File: src/rtl/sum_uart_sequencer.sv
// Button debouncer plus frame sequencer: issues operand-save strobes and sends the
// latched 5-bit sum to the UART as two ASCII digits followed by CR LF.
module sum_uart_sequencer #(
    parameter int DEBOUNCE_CYCLES = 500000,
    parameter int BUSY_TIMEOUT    = 15
) (
    input  logic       clk,
    input  logic       reset_n,
    input  logic       key_a_n,
    input  logic       key_b_n,
    input  logic       key_send_n,
    input  logic [4:0] sum,
    input  logic       uart_tx_busy,
    output logic       save_a_n,
    output logic       save_b_n,
    output logic       uart_tx_en,
    output logic [7:0] uart_tx_data,
    output logic       frame_busy,
    output logic       timeout_err
);

    localparam int DB_W = $clog2(DEBOUNCE_CYCLES);
    localparam int TO_W = $clog2(BUSY_TIMEOUT + 1);
    localparam logic [DB_W-1:0] DB_LAST = DB_W'(DEBOUNCE_CYCLES - 1);
    localparam logic [TO_W-1:0] TO_LAST = TO_W'(BUSY_TIMEOUT - 1);

    typedef enum logic [1:0] {IDLE, SEND, WAIT_HI, WAIT_LO} state_t;

    state_t          state, state_nx;
    logic [2:0]      key_raw, key_sync_p0, key_sync_p1, key_db, key_fall;
    logic [DB_W-1:0] db_cnt [3];
    logic [4:0]      sum_q;
    logic [1:0]      char_idx, char_idx_nx;
    logic [TO_W-1:0] to_cnt, to_cnt_nx;
    logic            tx_en_nx, frame_busy_nx, timeout_err_nx, capture, advance;
    logic [7:0]      tx_data_nx;

    function automatic logic [7:0] frame_byte(input logic [4:0] s, input logic [1:0] idx);
        logic [1:0] tens;
        logic [4:0] ones;
        if (s >= 5'd30) begin
            tens = 2'd3; ones = s - 5'd30;
        end else if (s >= 5'd20) begin
            tens = 2'd2; ones = s - 5'd20;
        end else if (s >= 5'd10) begin
            tens = 2'd1; ones = s - 5'd10;
        end else begin
            tens = 2'd0; ones = s;
        end
        case (idx)
            2'd0:    frame_byte = 8'h30 + {6'd0, tens};
            2'd1:    frame_byte = 8'h30 + {3'd0, ones};
            2'd2:    frame_byte = 8'h0D;
            default: frame_byte = 8'h0A;
        endcase
    endfunction

    assign key_raw = {key_send_n, key_b_n, key_a_n};

    // Synchronizer stage p0 -> p1, then per-key stability counter
    always_ff @(posedge clk or negedge reset_n) begin
        if (!reset_n) begin
            key_sync_p0 <= '1;
            key_sync_p1 <= '1;
            key_db      <= '1;
            for (int i = 0; i < 3; i++) db_cnt[i] <= '0;
        end else begin
            key_sync_p0 <= key_raw;
            key_sync_p1 <= key_sync_p0;
            for (int i = 0; i < 3; i++) begin
                if (key_sync_p1[i] != key_db[i]) begin
                    if (db_cnt[i] == DB_LAST) begin
                        key_db[i] <= key_sync_p1[i];
                        db_cnt[i] <= '0;
                    end else begin
                        db_cnt[i] <= db_cnt[i] + DB_W'(1);
                    end
                end else begin
                    db_cnt[i] <= '0;
                end
            end
        end
    end

    // High in the cycle whose closing edge moves the debounced level 1 -> 0
    always_comb begin
        for (int i = 0; i < 3; i++)
            key_fall[i] = key_db[i] & ~key_sync_p1[i] & (db_cnt[i] == DB_LAST);
    end

    always_comb begin
        state_nx       = state;
        char_idx_nx    = char_idx;
        to_cnt_nx      = to_cnt;
        tx_en_nx       = 1'b0;
        tx_data_nx     = uart_tx_data;
        frame_busy_nx  = frame_busy;
        timeout_err_nx = timeout_err;
        capture        = 1'b0;
        advance        = 1'b0;
        case (state)
            IDLE: begin
                if (key_fall[2]) begin
                    capture       = 1'b1;
                    char_idx_nx   = 2'd0;
                    frame_busy_nx = 1'b1;
                    state_nx      = SEND;
                end
            end
            SEND: begin
                tx_en_nx   = 1'b1;
                tx_data_nx = frame_byte(sum_q, char_idx);
                to_cnt_nx  = '0;
                state_nx   = WAIT_HI;
            end
            WAIT_HI: begin
                if (uart_tx_busy) begin
                    state_nx = WAIT_LO;
                end else if (to_cnt == TO_LAST) begin
                    timeout_err_nx = 1'b1;
                    advance        = 1'b1;
                end else begin
                    to_cnt_nx = to_cnt + TO_W'(1);
                end
            end
            WAIT_LO: begin
                if (!uart_tx_busy) advance = 1'b1;
            end
            default: state_nx = IDLE;
        endcase
        // A lost byte advances exactly like an acknowledged one
        if (advance) begin
            if (char_idx == 2'd3) begin
                frame_busy_nx = 1'b0;
                state_nx      = IDLE;
            end else begin
                char_idx_nx = char_idx + 2'd1;
                state_nx    = SEND;
            end
        end
    end

    always_ff @(posedge clk or negedge reset_n) begin
        if (!reset_n) begin
            state        <= IDLE;
            char_idx     <= 2'd0;
            to_cnt       <= '0;
            save_a_n     <= 1'b1;
            save_b_n     <= 1'b1;
            uart_tx_en   <= 1'b0;
            uart_tx_data <= 8'h00;
            frame_busy   <= 1'b0;
            timeout_err  <= 1'b0;
        end else begin
            state        <= state_nx;
            char_idx     <= char_idx_nx;
            to_cnt       <= to_cnt_nx;
            save_a_n     <= ~key_fall[0];
            save_b_n     <= ~key_fall[1];
            uart_tx_en   <= tx_en_nx;
            uart_tx_data <= tx_data_nx;
            frame_busy   <= frame_busy_nx;
            timeout_err  <= timeout_err_nx;
        end
    end

    always_ff @(posedge clk) begin
        if (capture) sum_q <= sum;
    end

endmodule

File: config.mk
export PLATFORM = sky130hd
export DESIGN_NAME = sum_uart_sequencer
export DESIGN_NICKNAME = d
export VERILOG_FILES = /design/src/rtl/sum_uart_sequencer.sv
export SDC_FILE = /design/constraint.sdc
export NUM_CORES = 1
export LEC_CHECK = 0
export BUFFER_PORTS_ARGS = -buffer_cell sky130_fd_sc_hd__buf_2
export CORE_ASPECT_RATIO = 1.75
export CORE_UTILIZATION = 55
export CTS_CLUSTER_SIZE = 24
export DETAILED_ROUTE_END_ITERATION = 12
export PLACE_DENSITY = 0.73
export SLEW_MARGIN = 15
export SYNTH_ARGS = -nofsm -noshare
export SYNTH_HDL_FRONTEND = slang
export SYNTH_SLANG_ARGS = --single-unit
File: constraint.sdc
create_clock -name clk -period 4.5 [get_ports clk]
set_clock_uncertainty 0.15 [all_clocks]
set_input_delay 0.9 -clock clk [delete_from_list [all_inputs] [get_ports clk]]
set_output_delay 0.9 -clock clk [all_outputs]
set_load 0.05 [all_outputs]
-- After elaboration in Yosys (flattened, before gate mapping)
Index checks and enable logic that the tools add are counted.
- bits in registers: 92
- bits of input ports: 11
- output and inout port bits: 13
- logic and storage cells: 108
- $add $sub $neg: 10
- $lt $le $gt $ge: 3
- equality and inequality tests: 17
- muxes and demuxes: 38
- bitwise logic cells: 12
- reduce and logical (&&, ||, !) cells: 10
- operators with widths (kind ; number):
    $mux W19 ; 6
    $add A19 B1 Y19 const B ; 3
    $eq A19 B19 Y1 const B ; 3
    $pmux W7 S3 ; 1
    $mux W2 ; 10
    $mux W5 ; 4
    $mux W1 ; 12
    $ge A5 B5 Y1 const B ; 2
    $sub A5 B5 Y5 const B ; 2
    $reduce_and A3 Y1 ; 3
    $eq A2 B2 Y1 const B ; 4
    $mux W4 ; 2
    $pmux W4 S2 ; 1
    $add A6 B2 Y7 const A ; 1
    $add A6 B5 Y7 const A ; 1
    $and A1 B1 Y1 ; 6
    $ne A3 B3 Y1 const B ; 2
    $not A1 Y1 ; 6
    $pmux W2 S3 ; 1
    $reduce_and A2 Y1 ; 3
    $ge A5 B4 Y1 const B ; 1
    $sub A5 B4 Y5 const B ; 1
    $add A4 B1 Y4 const B ; 1
    $eq A2 B1 Y1 const B ; 2
    other kinds (8) ; 12

-- Longest topological paths before layout
- depth in word-level cells: 7
- depth in mapped cells: 8
- gate-level depth less buffers: 7

-- Worst setup path before layout
OpenSTA, ideal clock, no wires.
- path kind: register -> register
- start: register db_cnt[11] in the netlist's numbering
- end: register char_idx[1]
- library setup time: 125 ps
- arrival: 1787 ps
- required time: 4225 ps
- setup slack: 2438 ps
- cell stages (with the launch flop): 6
- path buffers: 0
- clock period less this slack: 2062 ps
- cells stage by stage: dfrtp_1 or4_4 nor4b_4 and4_4 nor2_1 mux2_2
- longest elaborated chain between the ends: 6
- RTL lines (item ; RTL line ; RTL):
    start: declaration ; 31 ; logic [DB_W-1:0] db_cnt [3];
    start signal: indexed assignment ; 76 ; db_cnt[i] <= db_cnt[i] + DB_W'(1);
    $eq A19 B19 Y1 * ; 88 ; key_fall[i] = key_db[i] & ~key_sync_p1[i] & (db_cnt[i] == DB_LAST);
    $and A1 B1 Y1 * ; 88 ;
    $mux W2 * ; 103 ; if (key_fall[2]) begin
    $mux W2 * ; 101 ; case (state)
    $mux W2 ; 133 ; if (char_idx == 2'd3) begin
    $mux W2 * ; 132 ; if (advance) begin
    via char_idx_nx[1] ; 33 ; logic [1:0] char_idx, char_idx_nx;
    end signal: assignment ; 156 ; char_idx <= char_idx_nx;
    end: declaration ; 33 ;
Mark *: on every way through the listed nets, which the timed path passes. The rest lies on a longest branch.
A chain may end at the register's enable or synchronous reset.

-- Worst setup path after layout
- start: register state[0]
- end: register state[0]
- longest elaborated chain between the ends: 4
- elaborated cells on any way between the ends: 11
- classes of those cells: eq/ne: 5; mux: 3; reduce/logical: 3
- RTL lines (item ; RTL line ; RTL):
    start: declaration ; 29 ; state_t state, state_nx;
    start signal: assignment ; 155 ; state <= state_nx;
    $eq A2 B2 Y1 ; 101 ;
    $pmux W1 S2 ; 101 ;
    $ne A3 B3 Y1 (no line) / $reduce_bool A4 Y1 (equally long branches) ; -- ;
    $reduce_and A3 Y1 (no line) ; -- ;
Parallel ways exist; a longest one is shown, timed or not.

==> flow_metrics.env <==
export IMPL_outcome="completed"
export IMPL_vdd_drop_max_mv=0.2746
export IMPL_coreArea_sq_um=8258
export IMPL_min_path_cells=0
export IMPL_cp_max_fo=14
export IMPL_period_minus_slack_ns=2.350
export IMPL_grt_antenna_before_repair=0
export IMPL_p_int_mw=1.577
export IMPL_route_detailed_drc=0
export IMPL_final_common_cell="nor2_1"
export IMPL_synth_async_reset_ratio_pct=94.44
export IMPL_drv_cap=0
export IMPL_grt_max_degree=66
export IMPL_multi_input_area_sq_um=2211
export IMPL_syn_inst=474
export IMPL_final_max_slew_viol_count=0
export IMPL_clock_sinks=90
export IMPL_final_cells=592
export IMPL_worst_pin_slew_ns=0.8180
export IMPL_track_usage_pct=22.09
export IMPL_syn_avg_cell_area_sq_um=9.867
export IMPL_finalWorstSetupSlack_ns=2.150
export IMPL_clock_path_buffers=2
export IMPL_cts_buffers=9
export IMPL_grt_pass1_wl_um=15120
export IMPL_cts_resized=0
export IMPL_num_vias=3392
export IMPL_n_fill_cell=672
export IMPL_syn_nets=509
export IMPL_regArea_sq_um=2291
export IMPL_holdBufCountCts=0
export IMPL_power_frac_seq_pct=40.6
export IMPL_cts_setup_buffers=0
export IMPL_drive_gt1_share_pct=11.80
export IMPL_critPathArrivalTime_ns=2.46
export IMPL_path_clk_slew_ns=0.06
export IMPL_top_level_ports=24
export IMPL_synth_cell_types=59
export IMPL_num_antenna_cells=0
export IMPL_post_place_ws_ns=2.155
export IMPL_wire_per_inst_um=14.81
export IMPL_end_kind="register"
export IMPL_dp_cells=576
export IMPL_rr_worst_depth=6
export IMPL_pwr_share_comb_pct=24.6
export IMPL_overflow=0
export IMPL_drt_vias_per_instance=5.730
export IMPL_drt_total_wl_um=8765
export IMPL_rsz0062_at_grt="no"
export IMPL_worstSetupPathType="register to register"
export IMPL_yosysSeqAreaShare_pct=48.98
export IMPL_fin_area_sq_um=5164
export IMPL_period_share_pct=52.21
export IMPL_die_w_um=71.71
export IMPL_hpwl_um=6274
export IMPL_syn_cell_area_sq_um=4677
export IMPL_ys_ff_latch=90
export IMPL_worstSetupStartpointType="register"
export IMPL_gp_congestion=0.8197
export IMPL_placed_area_sq_um=4835
export IMPL_antenna_left=0
export IMPL_io_buffers=22
export IMPL_power_mw=2.349
export IMPL_die_h_um=124.0
export IMPL_hold_viol_final=0
export IMPL_root_buffer="clkbuf_16"
export IMPL_dieArea_sq_um=8891
export IMPL_final_nets=530
export IMPL_firstDrtPassIters=4
export IMPL_r2r_setup_slack_ns=2.15
export IMPL_fin_setup_tns_ns=0
export IMPL_synth_ff_type="dfrtp_1"
export IMPL_final_cell_mix="80 x nor2_1, 74 x dfrtp_1, 34 x nand2_1"
export IMPL_min_path_type="register to register"
export IMPL_swShare_pct=32.86
export IMPL_worstSkewPairLatency_ns=0.35
export IMPL_slew_headroom_pct=45.46
export IMPL_leakage_nw=2.260
export IMPL_critPathRequiredTime_ns=4.61
export IMPL_powerDensity_nw_per_um2=455.0
export IMPL_drt_first_iter_violations=222
export IMPL_htreeDepth=3
export IMPL_fp_row_count=44
export IMPL_max_freq_mhz=425.6
export IMPL_finalSetupViolCount=0
export IMPL_clock_power_share_pct=34.7
export IMPL_cts_tree="yes"
export IMPL_net_switching_power_uw=772.0
export IMPL_grt_pass1_vias=3489
export IMPL_ys_warn_count=0
export IMPL_initial_core_util_pct=56.64
export IMPL_synthToLayoutAreaGrowth_pct=10.41
export IMPL_synth_edf_count=5
==> power by group through the flow <==
stage	sequential (mW)	clock, mW	combinational, mW
5_1_grt	0.967	0.863	0.644
3_3_place_gp	0.966	0	0.559
6_report	0.955	0.816	0.578
2_1_floorplan	1.08	0	0.330
4_1_cts	0.954	0.832	0.581
3_5_place_dp	0.968	0	0.578
==> flip-flops by register name (all words and copies together) (netlist names) <==
name,count
uart_tx_en,1
key_sync_p0,3
save_a_n,1
to_cnt,4
db_cnt,57
state,2
key_db,3
sum_q,5
uart_tx_data,6
key_sync_p1,3
char_idx,2
timeout_err,1
save_b_n,1
frame_busy,1
==> logic make-up after synthesis <==
logic type               Yosys count  share of synthesized area [%]
buffers and inverters             39                          3.745
multiplexers                       3                         0.7223
adder cells (fa/ha/maj)           24                          6.421
flip-flops                        90                          48.98
AO/OA/AOI/OAI                     50                          7.143
XOR/XNOR                          51                          9.551
AND/OR/NAND/NOR                  216                          23.35
other                              1                        0.08018
==> per-stage QoR <==
step                      utilization (%)  hold WS, ns
final                               62.53       0.2053
after CTS                           62.53       0.2063
after floorplan                         -       0.1952
after global routing                62.53       0.2088
after detailed placement            58.55       0.1968
after global placement              58.55       0.1956
==> final cells by class <==
| class | count | share of cell area, % |
|---|---|---|
| tap | 92 | 2.229 |
| clock inverter | 6 | 1.745 |
| multi-input combinational | 345 | 42.82 |
| clock buffer | 10 | 4.628 |
| timing repair buffer | 23 | 2.326 |
| inverter | 26 | 1.890 |
| sequential | 90 | 44.37 |
==> worst paths after layout <==
check | startpoint | end
max in group asynchronous | reset_n | key_sync_p1[2]$_DFF_PN1_
min | key_sync_p0[0]$_DFF_PN1_ | key_sync_p1[0]$_DFF_PN1_
max reg2reg | state[0]$_DFFE_PN0P_ | state[0]$_DFFE_PN0P_
min in group asynchronous | reset_n | uart_tx_data[2]$_DFFE_PN0P_
max | state[0]$_DFFE_PN0P_ | state[0]$_DFFE_PN0P_
min reg2reg | key_sync_p0[0]$_DFF_PN1_ | key_sync_p1[0]$_DFF_PN1_
==> cells in the mapped netlist, drive strengths merged (2+ instances only) <==
library cell   n  area (sq um)
nor2          80         300.3
dfrtp         74          1852
nand2         34         127.6
nand3         27         135.1
inv           26         97.59
xnor2         26         227.7
xor2          25         219.0
ha            24         300.3
o21ai         14         70.07
nor3          13         65.06
and3          11         68.82
dfstp         11         289.0
and4           9         81.33
buf            8         58.81
a21oi          7         35.03
nand4          7         43.79
nor2b          6         37.54
a211oi         5         37.54
a31oi          5         31.28
clkbuf         5         18.77
edfxtp         5         150.1
nor4           5         37.53
nand2b         4         25.02
or3            4         25.02
mux2           3         33.78
o31ai          3         22.52
or2            3         18.77
a31o           2         17.52
and3b          2         17.52
nand3b         2         15.01
nand4b         2         17.52
nor3b          2         15.01
==> metal layers <==
| layer | share of wire (%) | routed length [um] | vias up | GRT usage, % |
|---|---|---|---|---|
| li1 | - | - | 1660 | - |
| met1 | 40 | 3467 | 1653 | 23.30 |
| met2 | 55 | 4827 | 59 | 40.86 |
| met3 | 2.7 | 234 | 20 | 4.693 |
| met4 | 2.7 | 234 | 0 | 11.03 |
| met5 | 0 | 0 | - | 0 |
==> worst max-delay path, stage by stage (launching register included) <==
cell and delay (ns):
dfrtp_1 0.45, inv_1 0.12, ha_1 0.46, a41oi_1 0.25, or2_2 0.35, o32a_1 0.35, a21oi_1 0.15
Note: power is estimated with default switching activity, not from simulation.
